$ cat src/rtl/core_memory_arbiter_pkg.sv
// rtl/core_memory_arbiter_pkg.sv - shared encodings for the core memory arbiter
package core_memory_arbiter_pkg;
  localparam logic [1:0]  STATE_IDLE     = 2'd0;
  localparam logic [1:0]  STATE_FETCH    = 2'd1;
  localparam logic [1:0]  STATE_DATA     = 2'd2;
  localparam logic [3:0]  FETCH_BYTE_SEL = 4'hF;
  localparam logic [31:0] TIMEOUT_RDATA  = 32'hFFFF_FFFF;
endpackage

$ cat src/rtl/core_memory_arbiter_priority.sv
// rtl/core_memory_arbiter_priority.sv - data-first grant decision with a streak limit for fetch progress
module core_memory_arbiter_priority #(
  parameter int DATA_STREAK_LIMIT = 4
) (
  input  logic clk,
  input  logic rst,
  input  logic arb_en,
  input  logic fetch_req,
  input  logic data_req,
  output logic grant_fetch,
  output logic grant_data
);
  localparam int SW = $clog2(DATA_STREAK_LIMIT + 1);

  logic [SW-1:0] streak_q, streak_d;
  logic          at_limit;

  assign at_limit = (streak_q == SW'(DATA_STREAK_LIMIT));

  // The streak only counts data grants that made a waiting fetch wait longer.
  always_comb begin
    grant_fetch = 1'b0;
    grant_data  = 1'b0;
    streak_d    = streak_q;
    if (arb_en) begin
      if (data_req && fetch_req) begin
        if (at_limit) begin
          grant_fetch = 1'b1;
          streak_d    = '0;
        end else begin
          grant_data = 1'b1;
          streak_d   = streak_q + 1'b1;
        end
      end else if (data_req) begin
        grant_data = 1'b1;
      end else if (fetch_req) begin
        grant_fetch = 1'b1;
        streak_d    = '0;
      end
    end
  end

  always_ff @(posedge clk or negedge rst) begin
    if (!rst) streak_q <= '0;
    else      streak_q <= streak_d;
  end
endmodule

$ cat src/rtl/core_memory_arbiter.sv
// rtl/core_memory_arbiter.sv - shares the core memory bus between fetch and load/store ports
// Optional bus timeout abort: CORE_MEMORY_ARBITER_TIMEOUT_EN
module core_memory_arbiter
  import core_memory_arbiter_pkg::*;
#(
  parameter int DATA_STREAK_LIMIT = 4,
  parameter int TIMEOUT_CYCLES    = 64
) (
  input  logic        clk,
  input  logic        rst,
  input  logic        fetchEnable,
  input  logic [31:0] fetchAddress,
  output logic        fetchBusy,
  output logic [31:0] fetchData,
  input  logic        dataEnable,
  input  logic        dataWriteEnable,
  input  logic [3:0]  dataByteSelect,
  input  logic [31:0] dataAddress,
  input  logic [31:0] dataWriteData,
  output logic [31:0] dataReadData,
  output logic        dataBusy,
  output logic        memEnable,
  output logic        memWriteEnable,
  output logic [3:0]  memByteSelect,
  output logic [31:0] memAddress,
  output logic [31:0] memWriteData,
  input  logic [31:0] memReadData,
  input  logic        memAck,
  output logic        busError
);
  logic [1:0]  state_q, state_d;
  logic        we_q, we_d;
  logic [3:0]  bs_q, bs_d;
  logic [31:0] addr_q, addr_d;
  logic [31:0] wdata_q, wdata_d;
  logic        arb_en, grant_fetch, grant_data;
  logic        timeout, done, fetch_done, data_done;
  logic [31:0] rdata;

  assign arb_en = (state_q == STATE_IDLE);

  core_memory_arbiter_priority #(
    .DATA_STREAK_LIMIT(DATA_STREAK_LIMIT)
  ) u_priority (
    .clk        (clk),
    .rst        (rst),
    .arb_en     (arb_en),
    .fetch_req  (fetchEnable),
    .data_req   (dataEnable),
    .grant_fetch(grant_fetch),
    .grant_data (grant_data)
  );

`ifdef CORE_MEMORY_ARBITER_TIMEOUT_EN
  localparam int TW = $clog2(TIMEOUT_CYCLES + 1);
  logic [TW-1:0] timer_q;

  // timer_q holds the number of completed wait cycles, so the abort lands on the
  // TIMEOUT_CYCLES-th cycle spent waiting for an ack.
  always_ff @(posedge clk or negedge rst) begin
    if (!rst)                           timer_q <= '0;
    else if (grant_fetch || grant_data) timer_q <= '0;
    else if (!arb_en)                   timer_q <= timer_q + 1'b1;
  end

  assign timeout  = !arb_en && !memAck && (timer_q == TW'(TIMEOUT_CYCLES - 1));
  assign busError = timeout;
`else
  logic unused_timeout_cfg;
  assign unused_timeout_cfg = (TIMEOUT_CYCLES != 0);
  assign timeout  = 1'b0;
  assign busError = 1'b0;
`endif

  assign done       = !arb_en && (memAck || timeout);
  assign fetch_done = (state_q == STATE_FETCH) && done;
  assign data_done  = (state_q == STATE_DATA) && done;
  assign rdata      = timeout ? TIMEOUT_RDATA : memReadData;

  always_comb begin
    state_d = state_q;
    we_d    = we_q;
    bs_d    = bs_q;
    addr_d  = addr_q;
    wdata_d = wdata_q;
    if (arb_en) begin
      if (grant_data) begin
        state_d = STATE_DATA;
        we_d    = dataWriteEnable;
        bs_d    = dataByteSelect;
        addr_d  = dataAddress;
        wdata_d = dataWriteData;
      end else if (grant_fetch) begin
        state_d = STATE_FETCH;
        we_d    = 1'b0;
        bs_d    = FETCH_BYTE_SEL;
        addr_d  = fetchAddress;
        wdata_d = '0;
      end
    end else if (done) begin
      state_d = STATE_IDLE;
    end
  end

  always_ff @(posedge clk or negedge rst) begin
    if (!rst) begin
      state_q <= STATE_IDLE;
      we_q    <= 1'b0;
      bs_q    <= '0;
      addr_q  <= '0;
      wdata_q <= '0;
    end else begin
      state_q <= state_d;
      we_q    <= we_d;
      bs_q    <= bs_d;
      addr_q  <= addr_d;
      wdata_q <= wdata_d;
    end
  end

  assign memEnable      = !arb_en;
  assign memWriteEnable = we_q;
  assign memByteSelect  = bs_q;
  assign memAddress     = addr_q;
  assign memWriteData   = wdata_q;

  // A requester that dropped its enable mid-transaction gets no result.
  assign fetchBusy    = fetchEnable && !fetch_done;
  assign dataBusy     = dataEnable && !data_done;
  assign fetchData    = (fetch_done && fetchEnable) ? rdata : '0;
  assign dataReadData = (data_done && dataEnable) ? rdata : '0;
endmodule

$ cat config.mk
export PLATFORM = sky130hd
export DESIGN_NAME = core_memory_arbiter
export DESIGN_NICKNAME = d
export VERILOG_FILES = /design/src/rtl/core_memory_arbiter_pkg.sv /design/src/rtl/core_memory_arbiter_priority.sv /design/src/rtl/core_memory_arbiter.sv
export SDC_FILE = /design/constraint.sdc
export NUM_CORES = 1
export LEC_CHECK = 0
export ABC_AREA = 1
export CAP_MARGIN = 5
export CORE_ASPECT_RATIO = 1.75
export CORE_UTILIZATION = 30
export DETAILED_ROUTE_END_ITERATION = 10
export GPL_TIMING_DRIVEN = 0
export PLACE_DENSITY = 0.75
export REMOVE_ABC_BUFFERS = 1
export SETUP_SLACK_MARGIN = 0.3
export SYNTH_ARGS = -nofsm -noshare
export SYNTH_HDL_FRONTEND = slang
export SYNTH_SLANG_ARGS = --single-unit
$ cat constraint.sdc
create_clock -name clk -period 1.5 [get_ports clk]
set_clock_uncertainty 0.2 [all_clocks]
set_input_delay 0.225 -clock clk [delete_from_list [all_inputs] [get_ports clk]]
set_output_delay 0.225 -clock clk [all_outputs]
set_load 0.05 [all_outputs]
==> impl_metrics.tcl, run 1 <==
set metrics [dict create \
    grt_first_pass_wirelength_mm 34.89 \
    min_path_type "input pin to async pin" \
    nNetsFinal 1153 \
    io_pins 275 \
    grt_start_max_net_pins 49 \
    routed_wl_mm 27.38 \
    worst_pin_slew_ps 580.7 \
    synth_flop_cell "dfrtp_1" \
    cts_tree "built" \
    status "finished, violations left" \
    syn_inst 582 \
    post_drt_wl_per_cell_um 23.01 \
    crit_fanout 13 \
    period_share 1.434 \
    yosysMostFrequentCell "inv_1" \
    final_antenna_net_count 0 \
    relSlewSlack 0.6129 \
    cap_violations 0 \
    pwr_density_cell_nw_per_um2 2235 \
    io_buffers 273 \
    async_flop_share 1.000 \
    clk_latency_ps 340 \
    fp.dieArea_um2 14000 \
    leakagePower_uw 0.005562 \
    hold_viol_final 0 \
    grtUsageTotal 0.3359 \
    final.setup.tns_ps -66910 \
    drc 0 \
    cts_buffers 9 \
    min_period_ps 2151 \
    ys_top_cells_by_count "inv_1 (146), nand2_1 (141), dfrtp_1 (74)" \
    dp_hpwl_mm 11.00 \
    fmax_mhz 465.0 \
    synth_area_per_cell_um2 6.963 \
    drive_above_1_share 0.5334 \
    power.total_uw 24400 \
    cts-root-buf "clkbuf_16" \
    ys_top_cells_by_area "dfrtp_1 (46%), inv_1 (14%), nand2_1 (13%)" \
    cpMostUsedCell "buf_6" \
    grt_pass1_vias 6032 \
    viasPerCell 5.160 \
    cts_max_path_buffers 2 \
    setup_violations 141 \
    start_util 0.3100 \
    violations "setup timing" \
    crit_type "flip-flop to primary output" \
    fin_ws_ps -650.7 \
    syn2layout_area_growth_pct 169.3 \
    htree_num_levels 3 \
    die_h_um 155.8 \
    synth-seq-cells 74 \
    rsz0062_at_grt "true" \
    cp_slowest_cell "dfrtp_2" \
    place_congestion 0.7943 \
    synth.top_cell.area_share 0.4569 \
    coreArea_um2 13080 \
    syn-cell-area_um2 4053 \
    gr-total-overflow 0 \
    required_ps 1070 \
    drt_iter0_drc 297 \
    start_kind "flip-flop" \
    crit_chain "inv_4, nand4_1, buf_6, buf_12, nor2_2, buf_6" \
    finalInstanceArea_um2 10920 \
    grt_antenna_before_repair 2 \
    dpl_cell_area_um2 6933 \
    yosys.cell_types.count 19 \
    synth_top_cell_by_area "dfrtp_1" \
    clk_pin_slew_ps 70 \
    ys_seq_area_frac 0.4569 \
    vias 6140 \
    maxSlewViolCount 0 \
    firstDrtPassIters 5 \
    max_stage_delay_ps 460 \
    synth-edff-count 0 \
    arrival_ps 1730 \
    die_x_um 89.86 \
    yosys_warnings 0 \
    clock_sinks 74 \
    rows 55 \
    vdd_ir_drop_max_mv 1.464 \
    end_kind "primary output" \
]
routing by layer:
layer	vias up	track usage	wire, um
li1	2628	-	-
met1	2949	0.3701	9122
met2	418	0.5952	14200
met3	143	0.05117	1976
met4	2	0.2266	2071
met5	-	0	12
through the flow:
step	worst slack [ps]	hold WS (ps)	cells	utilization
after floorplan	-1104	-270.6	547	-
after CTS	-501.1	147.7	1150	0.7519
final	-650.7	123.0	1190	0.8348
after detailed placement	-1903	-19.95	997	0.5302
after global placement	-3458	262.1	991	0.5221
after global routing	-699.3	148.2	1189	0.8346
path summary, 6_finish.rpt:
path / start / to / slack [ps] / cells after the start
worst max-delay path: state_q[1] / fetchData[31] / -650 / 6
worst min register to register: memAddress[23] / memAddress[23] / 310 / 2
min in group clk: dataWriteData[21] / memWriteData[21] / 230 / 3
worst max register to register: state_q[1] / memAddress[26] / -570 / 11
max in group asynchronous: rst / state_q[1] / 410 / 3
worst min-delay path: rst / memByteSelect[0] / 120 / 2
where the power goes:
group / total, uW / internal (uW) / switching (uW)
sequential: 3700 / 2930 / 776
clock: 2510 / 1530 / 983
combinational: 18200 / 8340 / 9840
total: 24400 / 12800 / 11600
registers in the layout, summed over array words and instances (netlist names):
signal,cells
memWriteData,32
u_priority.streak_q,3
memByteSelect,4
memWriteEnable,1
memAddress,32
state_q,2
placed cells by master (no fill, tap or decap), types with 4 or more instances in the layout:
cell type	instances
buf_16	20
nand3_2	22
buf_6	156
o21ai_1	6
nand3_1	12
clkbuf_16	13
buf_4	94
clkdlybuf4s50_1	133
nand4_1	35
buf_8	16
o21ai_4	4
nand2_1	67
nor2_4	57
nand3_4	5
o21ai_2	33
nand2_4	52
nor2_2	9
dfrtp_1	72
inv_1	143
buf_12	18
nand2_2	22
worst max-delay path: cells and delay by family (launching register included):
| kind | cells | cell delay [ps] |
|---|---|---|
| buf+inv | 4 | 640 |
| flops | 1 | 460 |
| simple gates | 2 | 270 |
cell families (layout without fill, tap and decap cells):
| kind of cell | Yosys count | after routing | synth area share |
|---|---|---|---|
| other cells | 1 | 2 | 0.0009253 |
| xor+xnor | 1 | 1 | 0.002162 |
| compound gates | 46 | 46 | 0.06082 |
| buf+inv | 182 | 612 | 0.1788 |
| simple gates | 276 | 282 | 0.2942 |
| fa+ha+maj | 2 | 2 | 0.006174 |
| flops | 74 | 74 | 0.4569 |
repair_timing:
| item | 4_1_cts | 5_1_grt |
|---|---|---|
| cloned | 30 | 4 |
| pin swaps | 45 | 27 |
| hold buffers | 1 | 0 |
| setup endpoints to repair | 210 | 258 |
| resized for setup | 1242 | 163 |
| hold endpoints to repair | 58 | 0 |
| buffers inserted | 106 | 35 |
layout make-up:
type	count	area (um^2)
Antenna cell	1	2.502
Clock buffer	10	239.0
Clock inverter	6	97.59
Fill cell	647	2160
Inverter	147	570.5
Multi-Input combinational cell	332	2744
Sequential cell	74	1854
Tap cell	171	214.0
Timing Repair Buffer	446	5139
Timing Repair inverter	3	55.05
No activity file was read; power rests on OpenSTA's default activity.
==> run 2: changes to the inputs <==
--- a/config.mk
+++ b/config.mk
@@ -6,9 +6,10 @@
 export NUM_CORES = 1
 export LEC_CHECK = 0
 export ABC_AREA = 1
-export CAP_MARGIN = 5
+export CAP_MARGIN = 0
 export CORE_ASPECT_RATIO = 1.75
 export CORE_UTILIZATION = 30
+export CTS_BUF_LIST = sky130_fd_sc_hd__clkbuf_8
 export DETAILED_ROUTE_END_ITERATION = 10
 export GPL_TIMING_DRIVEN = 0
 export PLACE_DENSITY = 0.75
==> impl_metrics.tcl, run 2 (same netlist as run 1, synthesis figures left out) <==
set metrics [dict create \
    drt_iter0_drc 261 \
    io_buffers 273 \
    relSlewSlack 0.6122 \
    fin_ws_ps -648.8 \
    period_share 1.433 \
    cts_tree "built" \
    cts_buffers 9 \
    finalInstanceArea_um2 10080 \
    pwr_density_cell_nw_per_um2 2089 \
    gr-total-overflow 0 \
    die_h_um 155.8 \
    r2r_end "state_q[0]" \
    drive_above_1_share 0.5056 \
    die_x_um 89.86 \
    rows 55 \
    reg2regPathDepth 14 \
    required_ps 1610 \
    grt_first_pass_wirelength_mm 31.47 \
    grt_pass1_vias 5591 \
    post_drt_wl_per_cell_um 20.73 \
    routed_wl_mm 23.90 \
    maxSlewViolCount 0 \
    cap_violations 0 \
    io_pins 275 \
    fp.dieArea_um2 14000 \
    grtUsageTotal 0.3024 \
    min_period_ps 2149 \
    end_kind "flip-flop" \
    clk_pin_slew_ps 90 \
    layoutNonFillerInstCount 1153 \
    grt_antenna_before_repair 3 \
    final_cell_mix "buf_6 (156), inv_1 (144), clkdlybuf4s50_1 (133), nand2_1 (75), buf_4 (72)" \
    clock_sinks 74 \
    dp_hpwl_mm 10.79 \
    crit_fanout 4 \
    fmax_mhz 465.4 \
    htree_num_levels 3 \
    clk_latency_ps 370 \
    vdd_ir_drop_max_mv 1.590 \
    violations "setup timing" \
    coreArea_um2 13080 \
    cts_max_path_buffers 2 \
    place_congestion 0.7943 \
    start_util 0.3100 \
    start_kind "flip-flop" \
    final_antenna_net_count 0 \
    syn2layout_area_growth_pct 148.7 \
    crit_path_start "state_q[0]" \
    r2r-start "state_q[0]" \
    min_path_type "input pin to async pin" \
    worst_pin_slew_ps 581.7 \
    arrival_ps 2260 \
    firstDrtPassIters 7 \
    leakagePower_uw 0.005078 \
    crit_path_end "state_q[0]" \
    grt_start_max_net_pins 49 \
    final_common_cell "buf_6" \
    dpl_cell_area_um2 6902 \
    cts-root-buf "clkbuf_8" \
    hold_viol_final 0 \
    setup_violations 141 \
    status "finished, violations left" \
    crit_type "flip-flop to flip-flop" \
    dp_cells 995 \
    rsz0062_at_grt "true" \
    r2r_setup_slack_ps -650 \
    drc 0 \
    viasPerCell 4.940 \
    vias 5696 \
    nNetsFinal 1114 \
]
[run 2: where the power goes]
group | leakage (uW) | total (uW) | switching (uW) | internal (uW)
combinational | 0.00407 | 15900 | 8930 | 6980
sequential | 0.000914 | 3690 | 769 | 2920
clock | 0.0000922 | 1450 | 854 | 598
total | 0.00508 | 21100 | 10600 | 10500
[run 2: layout make-up]
cell class | count | area (um^2)
fillers | 805 | 2995
multi-input cells | 333 | 2666
inverters | 147 | 583.1
repair inverters | 1 | 30.03
clock buffers | 9 | 123.9
well taps | 171 | 214.0
repair buffers | 408 | 4553
flip-flops and latches | 74 | 1856
clock inverters | 7 | 46.29
diodes | 3 | 7.507
[run 2: worst min path at each step]
stage | slack (ps) | to | start | cells past startpoint
after floorplan | -270 | memAddress[0] | rst | 0
after global placement | 260 | memAddress[25] | memAddress[25] | 2
after detailed placement | -20 | memByteSelect[2] | rst | 1
after CTS | 110 | memByteSelect[3] | rst | 2
after global routing | 110 | memByteSelect[1] | rst | 2
final | 100 | memByteSelect[1] | rst | 2
[run 2: per-layer routing]
layer  global-route usage  up-vias  share of wire
li1                     -     2549              -
met1               0.3315     2752           0.36
met2               0.5330      310           0.53
met3              0.06092       85          0.061
met4               0.1912        0          0.050
met5                    0        -              0
[run 2: repair_timing]
action | 4_1_cts | 5_1_grt
gates cloned | 20 | 3
setup endpoints to repair | 210 | 236
buffers inserted | 78 | 37
hold buffers | 1 | 0
hold endpoints to repair | 74 | 0
pin swaps | 28 | 33
resized for setup | 1208 | 178
[run 2: worst max-delay path, stage by stage, from the launching register on]
cell,delay [ps]
dfrtp_2,440
inv_2,70
buf_4,140
buf_6,110
buf_6,100
buf_6,100
buf_6,100
buf_6,100
buf_6,100
buf_6,100
buf_6,100
buf_6,110
buf_6,100
buf_6,100
o21ai_2,100
[run 2: stage by stage]
stage | utilization | worst slack, ps | total power, uW | hold WS [ps] | setup TNS (ps)
finish | 0.7709 | -648.8 | 21060 | 98.34 | -65690
detailed placement | 0.5278 | -2156 | 12430 | -20.55 | -271850
floorplan | - | -1104 | 8984 | -270.6 | -126240
global route | 0.7705 | -724.9 | 21820 | 109.9 | -72440
CTS | 0.6926 | -535.6 | 18590 | 110.2 | -56480
global placement | 0.5221 | -3458 | 12210 | 262.1 | -591330
